File: src/rtl/idelay_tap_picker.sv
// Post-sweep IDELAY calibration: finds the widest run of low-error taps,
// picks its centre tap and loads it through the DLY_LD/DLY_CNT interface.
module idelay_tap_picker #(
  parameter int COUNT_WIDTH   = 24,
  parameter int DELAY_TAPS    = 32,
  parameter int ERR_THRESHOLD = 0,
  parameter int MIN_WINDOW    = 3
) (
  input  logic                                CLK,
  input  logic                                RST,
  input  logic                                I_STB,
  input  logic [COUNT_WIDTH*DELAY_TAPS-1:0]   I_DAT,
  output logic                                DLY_LD,
  output logic [$clog2(DELAY_TAPS)-1:0]       DLY_CNT,
  output logic                                BUSY,
  output logic                                O_VALID,
  output logic [$clog2(DELAY_TAPS)-1:0]       O_TAP,
  output logic [$clog2(DELAY_TAPS):0]         O_WIDTH,
  output logic                                O_FAIL
);

  localparam int TW = $clog2(DELAY_TAPS);
  localparam int LW = TW + 1;
  localparam int DW = COUNT_WIDTH * DELAY_TAPS;

  localparam logic [COUNT_WIDTH-1:0] THRESH  = COUNT_WIDTH'(ERR_THRESHOLD);
  localparam logic [LW-1:0]          MIN_LEN = LW'(MIN_WINDOW);
  localparam logic [TW-1:0]          LAST_K  = TW'(DELAY_TAPS - 1);

  typedef enum logic [2:0] {IDLE, SCAN, DECIDE, LOAD, DONE} state_t;

  state_t           stateQ;
  logic [DW-1:0]    dataQ;
  logic [TW-1:0]    kQ;
  logic [TW-1:0]    runStartQ;
  logic [TW-1:0]    bestStartQ;
  logic [LW-1:0]    runLenQ;
  logic [LW-1:0]    bestLenQ;
  logic             failQ;
  logic             dlyLdQ;
  logic             oValidQ;
  logic             oFailQ;
  logic [TW-1:0]    oTapQ;
  logic [LW-1:0]    oWidthQ;

  logic [COUNT_WIDTH-1:0] curCount;
  logic                   good;
  logic                   lastTap;
  logic [LW-1:0]          runLenD;
  logic [TW-1:0]          runStartD;
  logic [LW-1:0]          candLen;
  logic [LW-1:0]          bestLenD;
  logic [TW-1:0]          bestStartD;
  logic                   decideFail;
  logic [LW-1:0]          halfLen;
  logic [TW-1:0]          centreTap;

  // The latched vector shifts left once per SCAN cycle, so tap k is always in the MS chunk.
  always_comb begin
    curCount   = dataQ[DW-1 -: COUNT_WIDTH];
    good       = (curCount <= THRESH);
    lastTap    = (kQ == LAST_K);
    runLenD    = good ? (runLenQ + 1'b1) : '0;
    runStartD  = (good && (runLenQ == '0)) ? kQ : runStartQ;
    candLen    = good ? runLenD : runLenQ;
    bestLenD   = bestLenQ;
    bestStartD = bestStartQ;
    if ((!good || lastTap) && (candLen > bestLenQ)) begin
      bestLenD   = candLen;
      bestStartD = runStartD;
    end
    decideFail = (bestLenQ < MIN_LEN);
    halfLen    = (bestLenQ - 1'b1) >> 1;
    centreTap  = bestStartQ + halfLen[TW-1:0];
  end

  always_ff @(posedge CLK) begin
    if (RST) begin
      stateQ     <= IDLE;
      kQ         <= '0;
      runStartQ  <= '0;
      bestStartQ <= '0;
      runLenQ    <= '0;
      bestLenQ   <= '0;
      failQ      <= 1'b0;
      dlyLdQ     <= 1'b0;
      oValidQ    <= 1'b0;
      oFailQ     <= 1'b0;
      oTapQ      <= '0;
      oWidthQ    <= '0;
    end else begin
      dlyLdQ  <= 1'b0;
      oValidQ <= 1'b0;
      oFailQ  <= 1'b0;
      unique case (stateQ)
        IDLE: begin
          if (I_STB) begin
            dataQ      <= I_DAT;
            kQ         <= '0;
            runStartQ  <= '0;
            runLenQ    <= '0;
            bestLenQ   <= '0;
            bestStartQ <= '0;
            stateQ     <= SCAN;
          end
        end
        SCAN: begin
          dataQ      <= dataQ << COUNT_WIDTH;
          kQ         <= kQ + 1'b1;
          runLenQ    <= runLenD;
          runStartQ  <= runStartD;
          bestLenQ   <= bestLenD;
          bestStartQ <= bestStartD;
          if (lastTap) begin
            stateQ <= DECIDE;
          end
        end
        DECIDE: begin
          failQ   <= decideFail;
          oWidthQ <= bestLenQ;
          if (!decideFail) begin
            oTapQ <= centreTap;
          end
          dlyLdQ  <= !decideFail;
          stateQ  <= LOAD;
        end
        LOAD: begin
          oValidQ <= 1'b1;
          oFailQ  <= failQ;
          stateQ  <= DONE;
        end
        DONE: begin
          stateQ <= IDLE;
        end
        default: begin
          stateQ <= IDLE;
        end
      endcase
    end
  end

  assign DLY_LD  = dlyLdQ;
  assign DLY_CNT = oTapQ;
  assign BUSY    = (stateQ != IDLE);
  assign O_VALID = oValidQ;
  assign O_TAP   = oTapQ;
  assign O_WIDTH = oWidthQ;
  assign O_FAIL  = oFailQ;

endmodule

File: config.mk
export PLATFORM = sky130hd
export DESIGN_NAME = idelay_tap_picker
export DESIGN_NICKNAME = d
export VERILOG_FILES = /design/src/rtl/idelay_tap_picker.sv
export SDC_FILE = /design/constraint.sdc
export NUM_CORES = 2
export LEC_CHECK = 0
export ABC_AREA = 0
export BUFFER_PORTS_ARGS = -buffer_cell sky130_fd_sc_hd__buf_4
export CAP_MARGIN = 0
export CORE_AREA = 2 2 307 309
export DETAILED_ROUTE_END_ITERATION = 6
export DIE_AREA = 0 0 309 311
export PLACE_DENSITY = 0.69
export SETUP_SLACK_MARGIN = 0.15
export SYNTH_ARGS = -nofsm -noshare
export SYNTH_HDL_FRONTEND = slang
export SYNTH_SLANG_ARGS = --single-unit
File: constraint.sdc
create_clock -name CLK -period 97.1 [get_ports CLK]
set_clock_uncertainty 0.15 [all_clocks]
set_input_delay 4.855 -clock CLK [delete_from_list [all_inputs] [get_ports CLK]]
set_output_delay 4.855 -clock CLK [all_outputs]
set_load 0.01 [all_outputs]
======== After elaboration in Yosys (flattened, before gate mapping) ========
Cells that the tools add are included.
word-level totals
  output and inout port bits .............. 20
  logic and storage cells ................. 65
  register bits after elaboration ......... 813
  input bits .............................. 771
operators by class
  muxes and demuxes ....................... 18
  order comparisons ....................... 3
  bitwise logic cells ..................... 4
  reduce and logical (&&, ||, !) cells .... 16
  add/sub/neg operators ................... 4
  eq/ne operators ......................... 7
operators by type and width
  cell                                                                    count
  768-bit one-hot mux with 2 select lines                                 1
  768-bit two-way mux                                                     1
  5-bit one-hot mux with 2 select lines                                   3
  24-bit by 1-bit <= comparator with 1-bit output, second input constant  1
  6-bit two-way mux                                                       4
  6-bit one-hot mux with 2 select lines                                   2
  5-bit two-way mux                                                       3
  3-bit one-hot mux with 4 select lines                                   1
  6-bit by 1-bit adder with 6-bit output, second input constant           1
  3-bit by 2-bit == test with 1-bit output, second input constant         2
  6-bit greater-than comparator                                           1
  6-bit logical NOT                                                       1
  6-bit by 2-bit < comparator with 1-bit output, second input constant    1
  3-bit two-way mux                                                       2
  2-bit != test, second input constant                                    3
  2-bit AND reduction                                                     3
  3-bit AND reduction                                                     2
  6-bit by 1-bit subtractor with 6-bit output, second input constant      1
  5-bit by 1-bit adder with 5-bit output, second input constant           1
  5-bit adder                                                             1
  5-bit == test, second input constant                                    1
  1-bit NOT                                                               4
  2-bit OR reduction                                                      2
  3-bit by 1-bit == test with 1-bit output, second input constant         1
  7 further kinds                                                         9

======== Longest topological paths before layout ========
  depth after elaboration ................. 7
  gate-level depth with buffers ........... 13
  depth with buffers taken out ............ 11

======== Least setup slack after synthesis ========
OpenSTA, ideal clock, no wires.
  kind .................................... input to register
  start ................................... in I_STB
  end ..................................... reg dataQ[0], enable pin
  setup slack ............................. 57.867 ns
  arrival ................................. 37.159 ns
  library setup time ...................... 1.925 ns
  required time ........................... 95.025 ns
  buffers on the path ..................... 1
  stages on the path ...................... 4
  cells stage by stage .................... nor2_1 -> or3_1 -> clkbuf_1 -> nor2_1
between the ends
  cells in the longest elaborated chain, start to end .. 2
ends and longest elaborated chain
  what                                  RTL line  RTL
  start: declaration                    11        input logic I_STB,
  2-bit != test (no source line)        --
  3-bit AND reduction (no source line)  --
  end signal: assignment                108       dataQ <= dataQ << COUNT_WIDTH;
  end: declaration                      33        logic [DW-1:0] dataQ;
No other way between the ends.
A chain may end at the register's enable or synchronous reset.

======== Worst setup path after layout ========
  start ................................... in I_STB
  end ..................................... reg dataQ[403], enable pin
The elaborated chain is that of the path after synthesis.

==> out/metrics.yaml <==
rsz0062_at_grt: "no"
r2r_slack_ps: 90570
synth.area.top_cells: "edfxtp_1 66%, nand2_1 24%, dfxtp_1 2.6%"
h-tree-depth: 3
vias_per_cell: 4.65
die_x_um: 309
die_area_mm2: 0.0961
wire_per_inst_um: 17.7
antenna_found_initial: 14
grt_pass1_wl_um: 144000
synth_seq_cells: 813
synthMuxAreaShare: 0.00404
synth_compound_area_frac: 0.0103
globalplace.congestion: 0.884
drtPass1Iterations: 6
grt_use_total: 0.198
postCtsHoldBufs: 0
nets: 4969
post_cts_buffers: 0
max_freq_ghz: 0.0966
clock_path_buffers: 3
dieHeight_um: 311
dr_total_vias: 25600
cp.arrival_ps: 10470
syn_inst: 3464
worst_path_largest_cell_delay_ps: 920
drive_above_1_share: 0.222
clock_latency_ps: 650
ir_drop_uv: 14.5
clock_sinks: 813
min_period_over_period: 0.107
instances_no_fill: 5512
r2r_end: "dataQ[403]"
status: "finished clean"
start_util: 0.374
hold_viol: 0
synthTopCellsByCount: "2239 x nand2_1, 768 x edfxtp_1, 125 x clkbuf_1, 45 x dfxtp_1, 43 x buf_2"
async_reset_ff_frac: 0
fin_setup_tns_ps: 0
cts_buffers: 87
r2r-start: "stateQ[2]"
cts_tree: "done"
synth_top_family_by_area: "simple AND/OR/NAND/NOR gates"
core_mm2: 0.0928
worst_r2r_path_depth: 7
min_path_cells: 1
worstPathRequired_ps: 97220
layout_min_cycle_time_ps: 10350
ys_types: 46
synth_xor_area_frac: 0.00328
slew_viol_final: 0
area_growth_pct: 28.1
avgSynthCellArea_um2: 10.0
ys_seq_area_frac: 0.691
critPathLaunchType: "input port"
synthAdderAreaFrac: 0.00671
port-buffer-count: 790
p_per_area_mw_per_mm2: 19.1
synth.largest_area_cell: "edfxtp_1"
drt_iter0_markers: 2570
post-place-cells: 5345
static-leakage-power_nw: 20.0
drt-total-wl_um: 97700
crit_chain: "buf_4, nor2_1, or3_1, nor2_4, buf_4, buf_4, buf_4, buf_4, buf_4"
synth_top_cell_area_share: 0.665
ys_warn_count: 0
setup_viol: 0
rows: 112
grt-ovfl-total: 0
synth_area_mm2: 0.0347
holdCritStartpoint: "failQ"
grt_max_degree: 228
synth_ff_type: "edfxtp_1"
first_global_vias: 25300
cp_common_cell: "buf_4"
drc: 0
hold_end: "O_FAIL"
syn_nets: 4253
post_cts_resized: 0
cap_violations: 0
max_slew_margin: 0.209
ant_nets: 0
crit_type: "in2reg"
slowest_stage: "buf_4"
cts_root_buf: "clkbuf_16"
critPathMaxFanout: 87
worst_slew_pin_slew_ps: 1190
yosysMostFrequentCell: "nand2_1"
worst_setup_path_end_kind: "flip-flop"
min_path_type: "reg2reg"
dpl.hpwl_um: 69400
ioPinCount: 791
synth-edff-count: 768
yosys.area_share.simple: 0.260
clk_pin_slew_ps: 60
-- area by class of cell --
type	instances	area [µm²]
Sequential cell	813	24000
Fill cell	8616	48300
Timing Repair Buffer	812	6150
Tap cell	1254	1570
Antenna cell	9	22.5
Clock buffer	108	2300
Inverter	20	75.1
Multi-Input combinational cell	2446	9890
Clock inverter	50	465
-- worst max-delay path: cells and delay by family --
kind,cells,cell delay (ps)
AND/OR/NAND/NOR,3,980
buffers and inverters,6,4420
-- logic make-up (layout without fill, tap and decap cells) --
| group | count (synthesis) | in the layout |
|---|---|---|
| adders and majority gates | 18 | 18 |
| xor gates and xnor gates | 13 | 13 |
| other | 0 | 9 |
| muxes | 14 | 14 |
| AOI/OAI and AO/OA | 51 | 51 |
| and+or+nand+nor | 2350 | 2350 |
| DFF | 813 | 813 |
| buffers and inverters | 205 | 990 |
-- flip-flops by register name, summed over array words and instances (netlist names) --
name        flops
O_VALID         1
runLenQ         6
O_FAIL          1
dataQ         768
O_WIDTH         6
DLY_LD          1
failQ           1
bestLenQ        6
DLY_CNT         5
kQ              5
runStartQ       5
stateQ          3
bestStartQ      5
-- layer usage --
metal	up-vias	global-route usage	part of all wire
li1	12700	-	-
met1	11800	0.236	0.38
met2	961	0.336	0.50
met3	145	0.0550	0.092
met4	6	0.0790	0.033
met5	-	0	0.00045
-- placed cells by master, fill, tap and decap left out, drive strengths merged, types with 3 or more instances in the layout --
cell	count
diode	9
and2	25
ha	17
dfxtp	45
clkinv	31
nor3	15
xnor2	11
a22oi	4
bufinv	8
or3	3
nor2	28
nand2	2239
o32ai	11
o21ai	8
a21o	5
clkinvlp	3
a211oi	3
buf	812
edfxtp	768
nand3	13
mux2i	14
a21oi	12
nor4	7
or2	4
clkbuf	108
inv	28
-- report_power, final --
group / total [mW] / switching [mW] / leakage [nW] / internal, mW
clock: 0.326 / 0.137 / 1.35 / 0.190
combinational: 0.0936 / 0.0567 / 10.9 / 0.0369
sequential: 0.426 / 0.00725 / 7.71 / 0.419
total: 0.846 / 0.201 / 20.0 / 0.646
-- metrics by stage --
stage / util / power (mW) / hold WS, ps / setup WS [ps] / cell area [µm²]
6_report: 0.479 / 0.846 / 313 / 86750 / 44400
3_3_place_gp: 0.449 / 0.526 / 291 / 86140 / 41600
4_1_cts: 0.479 / 0.854 / 313 / 86790 / 44400
3_5_place_dp: 0.449 / 0.528 / 300 / 86080 / 41600
5_1_grt: 0.479 / 0.880 / 337 / 86340 / 44400
2_1_floorplan: - / 0.505 / 281 / 57870 / 34700
-- worst max-delay path by stage --
stage	start	depth (start not counted)	to
after floorplan	I_STB	4	dataQ[0]
after global routing	I_STB	9	dataQ[404]
after detailed placement	I_STB	9	dataQ[403]
after global placement	I_STB	9	dataQ[403]
final	I_STB	9	dataQ[403]
after CTS	I_STB	9	dataQ[491]
(Power assumes the default switching activity.)
